--- src/rtl/seg7_scan_ctrl.sv ---
// ---------------------------------------------------------------------------
// seg7_scan_ctrl
//
// Scan controller for a 4-digit common-anode 7-segment display. It keeps a
// double-buffered store of four digits (4-bit hex nibble + decimal point) and
// time-multiplexes them onto one shared segment decoder and four active-low
// anodes. Each digit slot opens with a dark guard interval to stop ghosting.
// Writes go to a shadow bank. The shadow bank is copied to the active
// (displayed) bank only at a frame boundary, so a multi-digit update never
// shows a torn value.
//
// Parameters
//   CLK_DIV      clock cycles per digit slot (4 .. 2**20)
//   GUARD        dark cycles at the start of each slot (1 <= GUARD < CLK_DIV)
//
// Optional feature
//   SEG7_LZ_BLANK_EN  when defined, leading-zero digits 3..1 are blanked.
//                     A digit counts as a leading zero only if it and every
//                     higher digit have data = 0 and dp = 0.
//
// Ports
//   clk          system clock, rising edge
//   rst_n        asynchronous active-low reset
//   wr_en        write strobe into the shadow bank
//   wr_addr      shadow digit index (0 = rightmost)
//   wr_data      hex nibble to store
//   wr_dp        decimal point for that digit (1 = lit)
//   commit       request to copy shadow -> active at the next frame end
//   digit_en     live per-digit enable mask (0 = digit forced dark)
//   bin          nibble of the current digit, to the segment decoder
//   an           anodes, active-low, at most one low at a time
//   dp_n         decimal point, active-low
//   digit_idx    current slot index
//   commit_busy  commit requested but not yet applied
//   frame_done   one-cycle pulse after the slot index wraps 3 -> 0
// ---------------------------------------------------------------------------
module seg7_scan_ctrl #(
  parameter int unsigned CLK_DIV = 25000,
  parameter int unsigned GUARD   = 500
) (
  input  logic       clk,
  input  logic       rst_n,
  input  logic       wr_en,
  input  logic [1:0] wr_addr,
  input  logic [3:0] wr_data,
  input  logic       wr_dp,
  input  logic       commit,
  input  logic [3:0] digit_en,
  output logic [3:0] bin,
  output logic [3:0] an,
  output logic       dp_n,
  output logic [1:0] digit_idx,
  output logic       commit_busy,
  output logic       frame_done
);

  localparam int unsigned CW = $clog2(CLK_DIV);

  typedef struct packed {
    logic [3:0] data;
    logic       dp;
  } digit_t;

  typedef enum logic {
    PH_GUARD,
    PH_SHOW
  } phase_e;

  logic [CW-1:0] cnt_q, cnt_nxt;
  logic [1:0]    idx_q, idx_nxt;
  logic          pend_q, pend_nxt;
  logic          slot_end, wrap, xfer;
  phase_e        phase_nxt;
  digit_t [3:0]  shadow_q, active_q, active_nxt;
  logic [3:0]    blank;
  logic          lit_nxt;

  logic [3:0]    an_q;
  logic          dp_q;
  logic [3:0]    bin_q;
  logic          fd_q;

`ifdef SEG7_LZ_BLANK_EN
  logic          zero_above;
`endif

  // Everything registered is computed from the post-edge counter state
  // (cnt_nxt/idx_nxt/active_nxt), so the outputs line up with the counter
  // after the same edge instead of trailing it by a cycle.
  always_comb begin
    // NOTE: every combinational output gets a default first, so no path
    // leaves it unassigned and no latch is inferred.
    slot_end   = (cnt_q == CW'(CLK_DIV - 1));
    wrap       = slot_end && (idx_q == 2'd3);
    cnt_nxt    = slot_end ? '0 : cnt_q + 1'b1;
    idx_nxt    = slot_end ? idx_q + 2'd1 : idx_q;
    // A commit arriving on the frame-end edge itself is honoured at once.
    xfer       = wrap && (pend_q || commit);
    active_nxt = xfer ? shadow_q : active_q;
    pend_nxt   = wrap ? 1'b0 : (pend_q | commit);
    phase_nxt  = (cnt_nxt < CW'(GUARD)) ? PH_GUARD : PH_SHOW;

    blank = '0;
`ifdef SEG7_LZ_BLANK_EN
    // Walk down from the top digit. A digit is blanked while it and all
    // digits above it are completely empty. Digit 0 is never blanked.
    zero_above = 1'b1;
    for (int i = 3; i >= 1; i--) begin
      zero_above = zero_above && (active_nxt[i] == '0);
      blank[i]   = zero_above;
    end
`endif

    lit_nxt = (phase_nxt == PH_SHOW) && !blank[idx_nxt];
  end

  always_ff @(posedge clk or negedge rst_n) begin
    if (!rst_n) begin
      cnt_q    <= '0;
      idx_q    <= '0;
      pend_q   <= 1'b0;
      // NOTE: both digit banks are reset explicitly. A display must come up
      // blank/zero and not show power-on garbage.
      shadow_q <= '0;
      active_q <= '0;
      an_q     <= 4'hF;
      dp_q     <= 1'b1;
      bin_q    <= '0;
      fd_q     <= 1'b0;
    end else begin
      // NOTE: sequential state uses non-blocking assignments only. This makes
      // the active bank take the pre-write shadow on a write+commit edge.
      cnt_q    <= cnt_nxt;
      idx_q    <= idx_nxt;
      pend_q   <= pend_nxt;
      active_q <= active_nxt;
      if (wr_en) shadow_q[wr_addr] <= {wr_data, wr_dp};
      an_q     <= lit_nxt ? ~(4'b0001 << idx_nxt) : 4'hF;
      dp_q     <= lit_nxt ? ~active_nxt[idx_nxt].dp : 1'b1;
      bin_q    <= active_nxt[idx_nxt].data;
      fd_q     <= wrap;
    end
  end

  // The digit_en mask is applied after the registers so that mask changes
  // reach the anodes in the same cycle.
  assign an          = an_q | ~digit_en;
  assign dp_n        = dp_q | ~digit_en[idx_q];
  assign bin         = bin_q;
  assign digit_idx   = idx_q;
  assign commit_busy = pend_q;
  assign frame_done  = fd_q;

endmodule

--- config.mk ---
export PLATFORM = sky130hd
export DESIGN_NAME = seg7_scan_ctrl
export DESIGN_NICKNAME = d
export VERILOG_FILES = /design/src/rtl/seg7_scan_ctrl.sv
export SDC_FILE = /design/constraint.sdc
export NUM_CORES = 1
export LEC_CHECK = 0
export ABC_CLOCK_PERIOD_IN_PS = 5000
export CAP_MARGIN = 20
export CORE_ASPECT_RATIO = 0.7
export CORE_MARGIN = 2
export CORE_UTILIZATION = 50
export CTS_CLUSTER_SIZE = 20
export DETAILED_ROUTE_END_ITERATION = 7
export DONT_BUFFER_PORTS = 1
export GPL_TIMING_DRIVEN = 0
export PLACE_DENSITY = 0.73
export SETUP_SLACK_MARGIN = 0.4
export SYNTH_ARGS = -nofsm -noshare
export SYNTH_HDL_FRONTEND = slang
export SYNTH_SLANG_ARGS = --single-unit
--- constraint.sdc ---
create_clock -name clk -period 5 [get_ports clk]
set_clock_uncertainty 0.05 [all_clocks]
set_input_delay 0.5 -clock clk [delete_from_list [all_inputs] [get_ports clk]]
set_output_delay 0.5 -clock clk [all_outputs]
set_load 0.005 [all_outputs]
# After elaboration in Yosys (flattened, before gate mapping)
# Cells that the tools add are included.
[totals] n_memories=0 elab_cells=62 latch_bits=0 input_bits=15 ram_bits=0 romBits=0 ff_bits=68
[classes] n_addsub=2 div=0 reduce_logical=6 n_lt_le_gt_ge=5 bitwise_logic=7 n_eq_ne=2 muxes=16 multipliers=0 shifts=1
[ops] cell="20-bit bitwise mux" count=1
[ops] cell="20-bit 2-to-1 mux" count=1
[ops] cell="15-bit by 1-bit adder with 15-bit output, second input constant" count=1
[ops] cell="15-bit equality test, second input constant" count=1
[ops] cell="15-bit by 9-bit < comparator with 1-bit output, second input constant" count=1
[ops] cell="15-bit 2-to-1 mux" count=1
[ops] cell="5-bit binary-select mux with 2-bit select" count=1
[ops] cell="5-bit demux with 2-bit select" count=1
[ops] cell="5-bit 2-to-1 mux" count=2
[ops] cell="2-bit by 3-bit < comparator with 1-bit output, second input constant" count=3
[ops] cell="4-bit inverter" count=2
[ops] cell="1-bit 2-to-1 mux" count=5
[ops] cell="1-bit binary-select mux with 2-bit select" count=2
[ops] cell="1-bit logical AND" count=4
[ops] cell="4-bit 2-to-1 mux" count=1
[ops] cell="4-bit bitwise OR" count=1
[ops] cell="1-bit by 2-bit << shifter with 4-bit output, first input constant" count=1
[ops] cell="2-bit by 1-bit adder with 2-bit output, second input constant" count=1
[ops] cell="2-bit equality test, second input constant" count=1
[ops] cell="2-bit by 1-bit greater-or-equal comparator with 1-bit output, second input constant" count=1
[ops] cell="2-bit 2-to-1 mux" count=1
[ops] cell="1-bit inverter" count=2
[ops] cell="1-bit bitwise OR" count=2
[ops] cell="1-bit zero test" count=1
[ops] cell="1-bit logical OR" count=1

# Logic depth before layout (Yosys ltp)
# Gate-level depths: netlist of run 1.
[depth] depth_word=8 mapped_depth=10

# Worst setup path before layout of run 1
# Ideal clock, no wire load.
[synth_timing] path_kind="flip-flop to flip-flop" from="reg cnt_q[0]" to="reg bin_q[0], in the netlist bin[0]" path_buffers=2 setup_slack_ns=2.763 stages_incl_launch_ff=9 setup_time_ns=0.122 arrival_time_ns=2.066 path_cell_list="dfrtp_1 > ha_1 > buf_2 > nand4bb_4 > nor4_4 > buf_6 > mux2i_1 > nor4_1 > a2111oi_1"
[synth_between] elab_chain_len=6 word_cells_on_any_way=7 classes_between="1 x eq/ne; 4 x mux; 2 x reduce/logical"
[synth_lines] element="start, declared" line_no="69" source="logic [CW-1:0] cnt_q, cnt_nxt;"
[synth_lines] element="start signal, assigned" line_no="133" source="cnt_q <= cnt_nxt;"
[synth_lines] element="15-bit equality test *" line_no="93" source="slot_end = (cnt_q == CW'(CLK_DIV - 1));"
[synth_lines] element="1-bit logical AND" line_no="94" source="wrap = slot_end && (idx_q == 2'd3);"
[synth_lines] element="1-bit logical AND" line_no="98" source="xfer = wrap && (pend_q || commit);"
[synth_lines] element="20-bit 2-to-1 mux" line_no="99" source="active_nxt = xfer ? shadow_q : active_q;"
[synth_lines] element="5-bit binary-select mux with 2-bit select *" line_no="140" source="bin_q <= active_nxt[idx_nxt].data;"
[synth_lines] element="5-bit 2-to-1 mux (not written as such) *" line_no="140"
[synth_lines] element="end signal, assigned" line_no="140"
[synth_lines] element="end, declared" line_no="80" source="logic [3:0] bin_q;"
# Mark *: on every way between the ends. The rest lies on a longest branch, timed or not. The select of a mux whose other input is x is not followed.
# A chain may end at the register's enable or synchronous reset.

# Worst setup path after layout of run 1
[layout_timing] from="reg cnt_q[0]" to="reg bin_q[3], in the netlist bin[3]"
# Same word-level chain as after synthesis.

==> results of run 1 <==
## metal layers
layer / part of all wire [%] / track usage (%) / up-vias
li1: - / - / 1068
met2: 40 / 25.90 / 65
met1: 52 / 33.42 / 1113
met5: 0 / 0 / -
met3: 7.0 / 5.423 / 6
met4: 1.1 / 7.602 / 0
## layout by cell type (no fill, tap or decap), types with 8 or more instances in the layout
| master | synthesis | final |
|---|---|---|
| dfrtp_1 | 63 | 63 |
| mux2_2 | 24 | 24 |
| inv_1 | 13 | 13 |
| nor2_1 | 13 | 13 |
| or2_2 | 13 | 13 |
| a21boi_0 | 12 | 12 |
| clkbuf_8 | 0 | 10 |
| and3_1 | 9 | 9 |
| nor3_1 | 8 | 8 |
| xor2_1 | 8 | 8 |
| a211oi_1 | 8 | 8 |
| nand2_1 | 8 | 8 |
## worst register-to-register path, delay by kind of cell (launching register included)
family          cells  cell delay (ps)
compound gates      1              460
fa+ha+maj           1              160
flops               1              430
simple gates        3              600
buf+inv             2              400
mux                 1              420
## power groups by stage
stage                     logic, mW  clock network (mW)  registers, mW
after floorplan              0.0339                   0          0.601
after global placement       0.0366                   0          0.608
after detailed placement     0.0389                   0          0.610
after CTS                    0.0536               0.403          0.599
after global routing         0.0590               0.429          0.602
final                        0.0518               0.392          0.600
## stage by stage
stage	std cells	hold WS, ps	instance area [um2]	total power, mW
CTS	399	244.1	3757	1.055
detailed placement	381	156.1	3550	0.6489
global route	399	233.8	3757	1.090
floorplan	287	154.4	3432	0.6350
finish	399	257.7	3757	1.044
global placement	381	157.8	3550	0.6451
## sequential cells by signal, summed over array words and instances, names as in the netlist
| register | flops |
|---|---|
| shadow_q | 20 |
| an_q | 4 |
| commit_busy | 1 |
| bin | 4 |
| digit_idx | 2 |
| dp_q | 1 |
| cnt_q | 15 |
| frame_done | 1 |
| active_q | 20 |
## kinds of logic (layout without fill, tap and decap cells)
family | Yosys count | count (layout) | share of synthesized area, %
AO/OA/AOI/OAI | 45 | 45 | 10.03
AND/OR/NAND/NOR | 96 | 96 | 19.07
adder cells (fa/ha/maj) | 2 | 2 | 0.7290
XOR/XNOR | 15 | 15 | 3.828
buffers and inverters | 27 | 45 | 4.338
multiplexers | 34 | 34 | 12.25
flip-flops | 68 | 68 | 49.76
## final timing paths
check	startpoint	to	slack [ps]	cells after the start
max	cnt_q[0]	bin[3]	2320	8
min	wr_data[0]	shadow_q[1]	260	1
max reg2reg	cnt_q[0]	bin[3]	2320	8
min reg2reg	shadow_q[17]	shadow_q[17]	460	1
max in group asynchronous	rst_n	dp_q	3940	2
min in group asynchronous	rst_n	shadow_q[2]	640	2
## what timing repair did
action	CTS	global route
buffers inserted	0	0
endpoints found under the hold margin	68	0
hold buffers	2	0
setup endpoints to repair	0	0
## layout make-up
class	count	area, um2
inverters	13	48.80
multi-input cells	192	1575
repair buffers	2	37.54
well taps	94	117.6
plain buffers	14	100.1
flip-flops and latches	68	1708
clock buffers	12	145.1
fillers	575	2937
clock inverters	4	25.02
==> results.cfg, run 1 <==
[run_status]
run_status = completed

[synth]
synth-seq-area-share_pct = 49.76
syn_avg_cell_area_um2 = 11.96
synth_ff_type = dfrtp_1
synth_edf_count = 0
yosys.area.top_type = dfrtp_1
syn-num-nets = 304
syn_area_mm2 = 0.003432
ys_warn_count = 0
ys_ff_latch = 68
ys_async_sr_fraction_pct = 100.0
synthTopCellsByArea = dfrtp_1, mux2_2, dfstp_2
synth_common_cells = dfrtp_1, mux2_2, inv_1, nor2_1, or2_2
synthCells = 287
synth_top_area_share_pct = 45.94
synth_cell_type_count = 58
yosysMostFrequentCell = dfrtp_1

[sta]
finalSetupViolations = 0
max_freq_ghz = 0.3732
rsz0062_at_grt = false
drv_slew = 0
hold_viol = 0
layout_setup_ws_ps = 2320
fin_crit_sh_pct = 53.60
setup_tns_ps = 0
max-slew-margin-rel_pct = 36.89
post-route-min-period_ps = 2680
worst_slew_pin_slew_ps = 936.8

[global_routing]
grt_pass1_vias = 2182
antenna_found_initial = 0
grt_max_degree = 69
grt-ovfl-total = 0
grt.total_usage_pct = 20.65
grt_pass1_wl_mm = 11.54

[routing]
routed_wl_mm = 6.921
first_pass_iters = 4
drt_iter0_drc = 163
via_per_inst = 5.644
vias = 2252
wl_per_cell_um = 17.35
route.detailed.drc = 0
ant_nets = 0

[placed_design]
place_worst_setup_slack_ps = 2381
place_congestion = 0.8409
post-dp-hpwl_mm = 4.859
portBuffers = 0

[clock_network]
post_cts_resized = 0
clock_sinks = 68
cts_root_buf = clkbuf_8
clk_pin_slew_ps = 70
cts_tree = done
cts_made_buffers = 9
insertion_delay_ps = 330
ctsLongestPathBuffers = 2
htreeDepth = 3

[cells_and_area]
num_antenna_cells = 0
final_nets = 317
area_delta_synth_final_pct = 9.479
fin_util_pct = 56.13
drive_gt1_share_pct = 27.21

[pwr]
p_leak_nw = 1.681
clkPwrFrac_pct = 37.6
intPower_mw = 0.8020
powerDensity_mw_per_mm2 = 277.7
seqPwrFrac_pct = 57.5
vdd_drop_max_mv = 0.1338
p_sw_mw = 0.2416
p_comb_share_pct = 5.0
swShare_pct = 23.15

[critical_path]
cp_slowest_stage_delay_ps = 460
critPathRequiredTime_ps = 5130
crit_buf_inv = 2
cpMaxStageDelayCell = a2111oi_1
worstPathArrival_ps = 2810
critical_path_class = reg -> reg
crit_fanout = 10
cp_top_family = simple AND/OR/NAND/NOR gates
cp-end-kind = flip-flop
start_kind = flip-flop
crit_chain = ha_1 > buf_2 > nand4bb_4 > nor4_4 > buf_6 > mux2i_1 > nor4_1 > a2111oi_1

[floorplan]
die_w_um = 103.0
coreArea_mm2 = 0.006694
io_pins = 28
die_h_um = 73.32
initial_core_util_pct = 51.27
dieArea_mm2 = 0.007553
rows = 25

[hold_path]
hp-class = in -> reg

[job]
maxCapViolCount = 0
(Power assumes the default switching activity.)
==> run 2, diff against run 1 <==
- ABC_CLOCK_PERIOD_IN_PS: 5000 -> 2500
- clock period: 5 -> 2.5 ns (I/O delays scaled with it)
==> results.cfg, run 2 (same netlist as run 1, synthesis figures left out) <==
[run_status]
run_status = completed

[routing]
wl_per_cell_um = 18.28
ant_nets = 0
drt_iter0_drc = 182
routed_wl_mm = 7.696
vias = 2389
route.detailed.drc = 0
via_per_inst = 5.675
first_pass_iters = 4

[sta]
post-route-min-period_ps = 2161
max-slew-margin-rel_pct = 44.05
hold_viol = 0
layout_setup_ws_ps = 338.8
drv_slew = 0
finalSetupViolations = 0
max_freq_ghz = 0.4627
fin_crit_sh_pct = 86.45
worst_slew_pin_slew_ps = 837.5
rsz0062_at_grt = true
hold_slack_ps = 228.6
setup_tns_ps = 0

[global_routing]
grt_max_degree = 69
grt_pass1_wl_mm = 12.41
antenna_found_initial = 0
grt.total_usage_pct = 22.21
grt_pass1_vias = 2378
grt-ovfl-total = 0

[cells_and_area]
final_common_cell = dfrtp_1
final_nets = 339
fin_util_pct = 62.52
area_delta_synth_final_pct = 21.95
num_antenna_cells = 0
final_cells = 421
reg_top3 = active_q: 20 flops, shadow_q: 20 flops, cnt_q: 15 flops
regArea_mm2 = 0.001712
final_cell_area_mm2 = 0.004185
layout_common_cells = dfrtp_1, mux2_2, buf_4
drive_gt1_share_pct = 37.92
fillers = 531
multi_input_area_mm2 = 0.001724

[hold_path]
hp-start = wr_addr[1]
hp-class = in -> reg

[critical_path]
critical_path_class = reg -> reg
cp_slowest_stage_delay_ps = 520
crit_fanout = 7
cp-end-kind = flip-flop
crit_chain = nand4_1 > nor4_1 > xnor2_1 > o22ai_2 > o211ai_1
crit-reg2reg-launch = cnt_q[7]
start_kind = flip-flop
critPathLaunch = cnt_q[7]
crit_buf_inv = 0
critPathRequiredTime_ps = 2710
cpMaxStageDelayCell = dfrtp_1
cp_top_family = simple AND/OR/NAND/NOR gates
worstPathArrival_ps = 2370

[placed_design]
placed_area_mm2 = 0.003565
post-dp-hpwl_mm = 5.009
portBuffers = 0
place_worst_setup_slack_ps = 100.4
dp.cells = 381
place_congestion = 0.8922

[clock_network]
cts_root_buf = clkbuf_8
cts_made_buffers = 9
clk_pin_slew_ps = 70
clock_sinks = 68
htreeDepth = 3
insertion_delay_ps = 350
cts_tree = done
ctsLongestPathBuffers = 2

[pwr]
clkPwrFrac_pct = 44.8
p_total_mw = 2.386
p_leak_nw = 1.864
powerDensity_mw_per_mm2 = 570.1
p_comb_share_pct = 4.9
vdd_drop_max_mv = 0.3977
seqPwrFrac_pct = 50.3
swShare_pct = 20.88
p_sw_mw = 0.4982
intPower_mw = 1.888

[floorplan]
die_h_um = 73.32
dieArea_mm2 = 0.007553
initial_core_util_pct = 51.27
die_w_um = 103.0
io_pins = 28
rows = 25
coreArea_mm2 = 0.006694

[job]
maxCapViolCount = 0
==> run 2: cell types whose count changed in the layout (fill, tap and decap cells not counted), sizes merged <==
cell	previous run	this run
dlygate4sd3	1	8
bufinv	0	3
clkinvlp	2	0
buf	12	26
==> run 2: path summary, 6_finish.rpt <==
path                                to  slack [ps]  depth (start not counted)
max                            an_q[3]         340                          5
min                        shadow_q[1]         230                          2
max reg2reg                    an_q[3]         340                          5
min reg2reg                shadow_q[7]         450                          1
max in group asynchronous      an_q[0]        1670                          2
min in group asynchronous     cnt_q[7]         410                          2
==> run 2: metal layers <==
layer | track usage (%) | wire length, um | up-vias
met2 | 30.01 | 3271 | 74
li1 | - | - | 1120
met1 | 33.71 | 3867 | 1179
met4 | 7.164 | 131 | 0
met5 | 0 | 0 | -
met3 | 7.136 | 425 | 16
==> run 2: power by group through the flow <==
stage,logic (mW),registers (mW),clock network [mW]
after floorplan,0.0678,1.20,0
after global placement,0.0725,1.21,0
after detailed placement,0.0776,1.22,0
after CTS,0.118,1.20,1.09
after global routing,0.132,1.21,1.14
final,0.117,1.20,1.07
==> run 2: repair_timing <==
item,in CTS,in global routing
pin swaps,5,12
endpoints found under the setup margin,17,28
hold buffers,8,1
endpoints found under the hold margin,88,1
setup buffers,9,6
gates resized for setup,10,33
gates cloned,0,0
==> run 2: final cells by class <==
| cell class | instances | share of cell area [%] |
|---|---|---|
| Multi-Input combinational cell | 192 | 41.20 |
| Inverter | 13 | 1.166 |
| Buffer | 14 | 2.960 |
| Sequential cell | 68 | 40.90 |
| Tap cell | 94 | 2.810 |
| Clock inverter | 5 | 2.392 |
| Timing Repair Buffer | 24 | 5.441 |
| Clock buffer | 11 | 3.139 |
==> run 3, diff against run 2 <==
--- a/config.mk
+++ b/config.mk
@@ -11,3 +11,3 @@
 export CORE_MARGIN = 2
-export CORE_UTILIZATION = 50
+export CORE_UTILIZATION = 60
 export CTS_CLUSTER_SIZE = 20
@@ -16,3 +16,3 @@
 export GPL_TIMING_DRIVEN = 0
-export PLACE_DENSITY = 0.73
+export PLACE_DENSITY = 0.84
 export SETUP_SLACK_MARGIN = 0.4
--- a/constraint.sdc
+++ b/constraint.sdc
@@ -4,2 +4,2 @@
 set_output_delay 0.25 -clock clk [all_outputs]
-set_load 0.005 [all_outputs]
+set_load 0.1 [all_outputs]
==> results.cfg, run 3 (same netlist as run 1, synthesis figures left out) <==
[clock_network]
clock_sinks = 68
cts_tree = done
cts_made_buffers = 9
ctsLongestPathBuffers = 2
insertion_delay_ps = 350
htreeDepth = 3
clk_pin_slew_ps = 70
cts_root_buf = clkbuf_8

[cells_and_area]
area_delta_synth_final_pct = 19.76
final_common_cell = dfrtp_1
drive_gt1_share_pct = 39.14
final_cells = 399
fillers = 313
fin_util_pct = 76.57
layout_common_cells = dfrtp_1, mux2_2, buf_4
final_nets = 339
reg_top3 = active_q: 20 flops, shadow_q: 20 flops, cnt_q: 15 flops
num_antenna_cells = 0

[pwr]
vdd_drop_max_mv = 0.4345
p_sw_mw = 0.5208
swShare_pct = 24.44
clkPwrFrac_pct = 37.9
intPower_mw = 1.610
seqPwrFrac_pct = 56.6
p_leak_nw = 1.869
powerDensity_mw_per_mm2 = 518.5
p_comb_share_pct = 5.5

[critical_path]
cp_slowest_stage_delay_ps = 690
cp-end-kind = flip-flop
start_kind = flip-flop
crit_chain = ha_2 > o21a_2 > clkbuf_2 > a21boi_0 > nor4_1 > a2111oi_2
crit_fanout = 10
worstPathArrival_ps = 2500
cp_top_family = flip-flops
critPathRequiredTime_ps = 2640
critical_path_class = reg -> reg
crit_buf_inv = 1
cpMaxStageDelayCell = dfrtp_4

[global_routing]
grt_pass1_vias = 2485
grt_max_degree = 69
grt-ovfl-total = 0
grt.total_usage_pct = 27.59
grt_pass1_wl_mm = 12.81
antenna_found_initial = 0

[hold_path]
hp-class = in -> reg

[floorplan]
die_h_um = 67.28
rows = 22
die_w_um = 94.40
dieArea_mm2 = 0.006350
coreArea_mm2 = 0.005368
io_pins = 28
initial_core_util_pct = 63.94

[routing]
routed_wl_mm = 8.225
first_pass_iters = 5
via_per_inst = 6.411
drt_iter0_drc = 274
route.detailed.drc = 0
vias = 2558
ant_nets = 0
wl_per_cell_um = 20.61

[sta]
worst_slew_pin_slew_ps = 1012
max-slew-margin-rel_pct = 32.84
hold_viol = 0
finalSetupViolations = 0
setup_tns_ps = 0
fin_crit_sh_pct = 94.16
post-route-min-period_ps = 2354
max_freq_ghz = 0.4248
hold_slack_ps = 17.08
drv_slew = 0
rsz0062_at_grt = true

[placed_design]
place_congestion = 0.9431
dp.cells = 359
portBuffers = 0
post-dp-hpwl_mm = 4.957

[job]
maxCapViolCount = 0

[run_status]
run_status = completed
## run 3: cell types whose count changed in the layout (fill, tap and decap cells not counted), moves of 3 or more
cell and delta:
a21boi_0 -8, a21boi_1 +8, buf_6 -3, bufinv_16 -3, mux2_2 +3, mux2_4 -3
## run 3: final cells by class
cell class | instances | area, um2 | share of cell area (%)
Clock inverter | 4 | 25.02 | 0.6088
Sequential cell | 68 | 1717 | 41.77
Multi-Input combinational cell | 192 | 1709 | 41.58
Timing Repair Buffer | 24 | 242.7 | 5.906
Inverter | 13 | 48.80 | 1.187
Buffer | 14 | 132.6 | 3.227
Tap cell | 72 | 90.09 | 2.192
Clock buffer | 12 | 145.1 | 3.531
## run 3: stage by stage
step	worst slack (ps)	instance area, um2	total power [mW]
2_1_floorplan	349.0	3463	1.270
5_1_grt	73.38	4110	2.209
6_report	146.1	4110	2.131
4_1_cts	185.6	4001	2.134
3_5_place_dp	-19.72	3553	1.301
3_3_place_gp	81.36	3553	1.291
## run 3: path summary, 6_finish.rpt
kind | from | end | slack (ps) | depth (start not counted)
max | digit_idx[1] | bin[0] | 150 | 6
min in group asynchronous | rst_n | cnt_q[10] | 390 | 2
min reg2reg | shadow_q[17] | shadow_q[17] | 460 | 1
max reg2reg | digit_idx[1] | bin[0] | 150 | 6
max in group asynchronous | rst_n | an_q[1] | 1710 | 2
min | wr_data[0] | shadow_q[1] | 20 | 1
## run 3: power by group through the flow
stage | Sequential (mW) | Combinational (mW) | Clock (mW)
6_report | 1.21 | 0.117 | 0.808
5_1_grt | 1.21 | 0.129 | 0.871
4_1_cts | 1.20 | 0.118 | 0.816
3_5_place_dp | 1.22 | 0.0782 | 0
3_3_place_gp | 1.22 | 0.0734 | 0
2_1_floorplan | 1.20 | 0.0682 | 0
## run 3: metal layers
metal	routed length (um)	track usage, %
met5	0	0
met4	218	10.69
met3	677	8.817
met2	3620	38.75
met1	3708	40.10
## run 3: timing repair
action                     CTS  global route
resized for setup           23            16
setup endpoints to repair   25            27
hold endpoints to repair    88             0
hold buffers                 8             0
setup buffers                9             7
pin swaps                   11             7
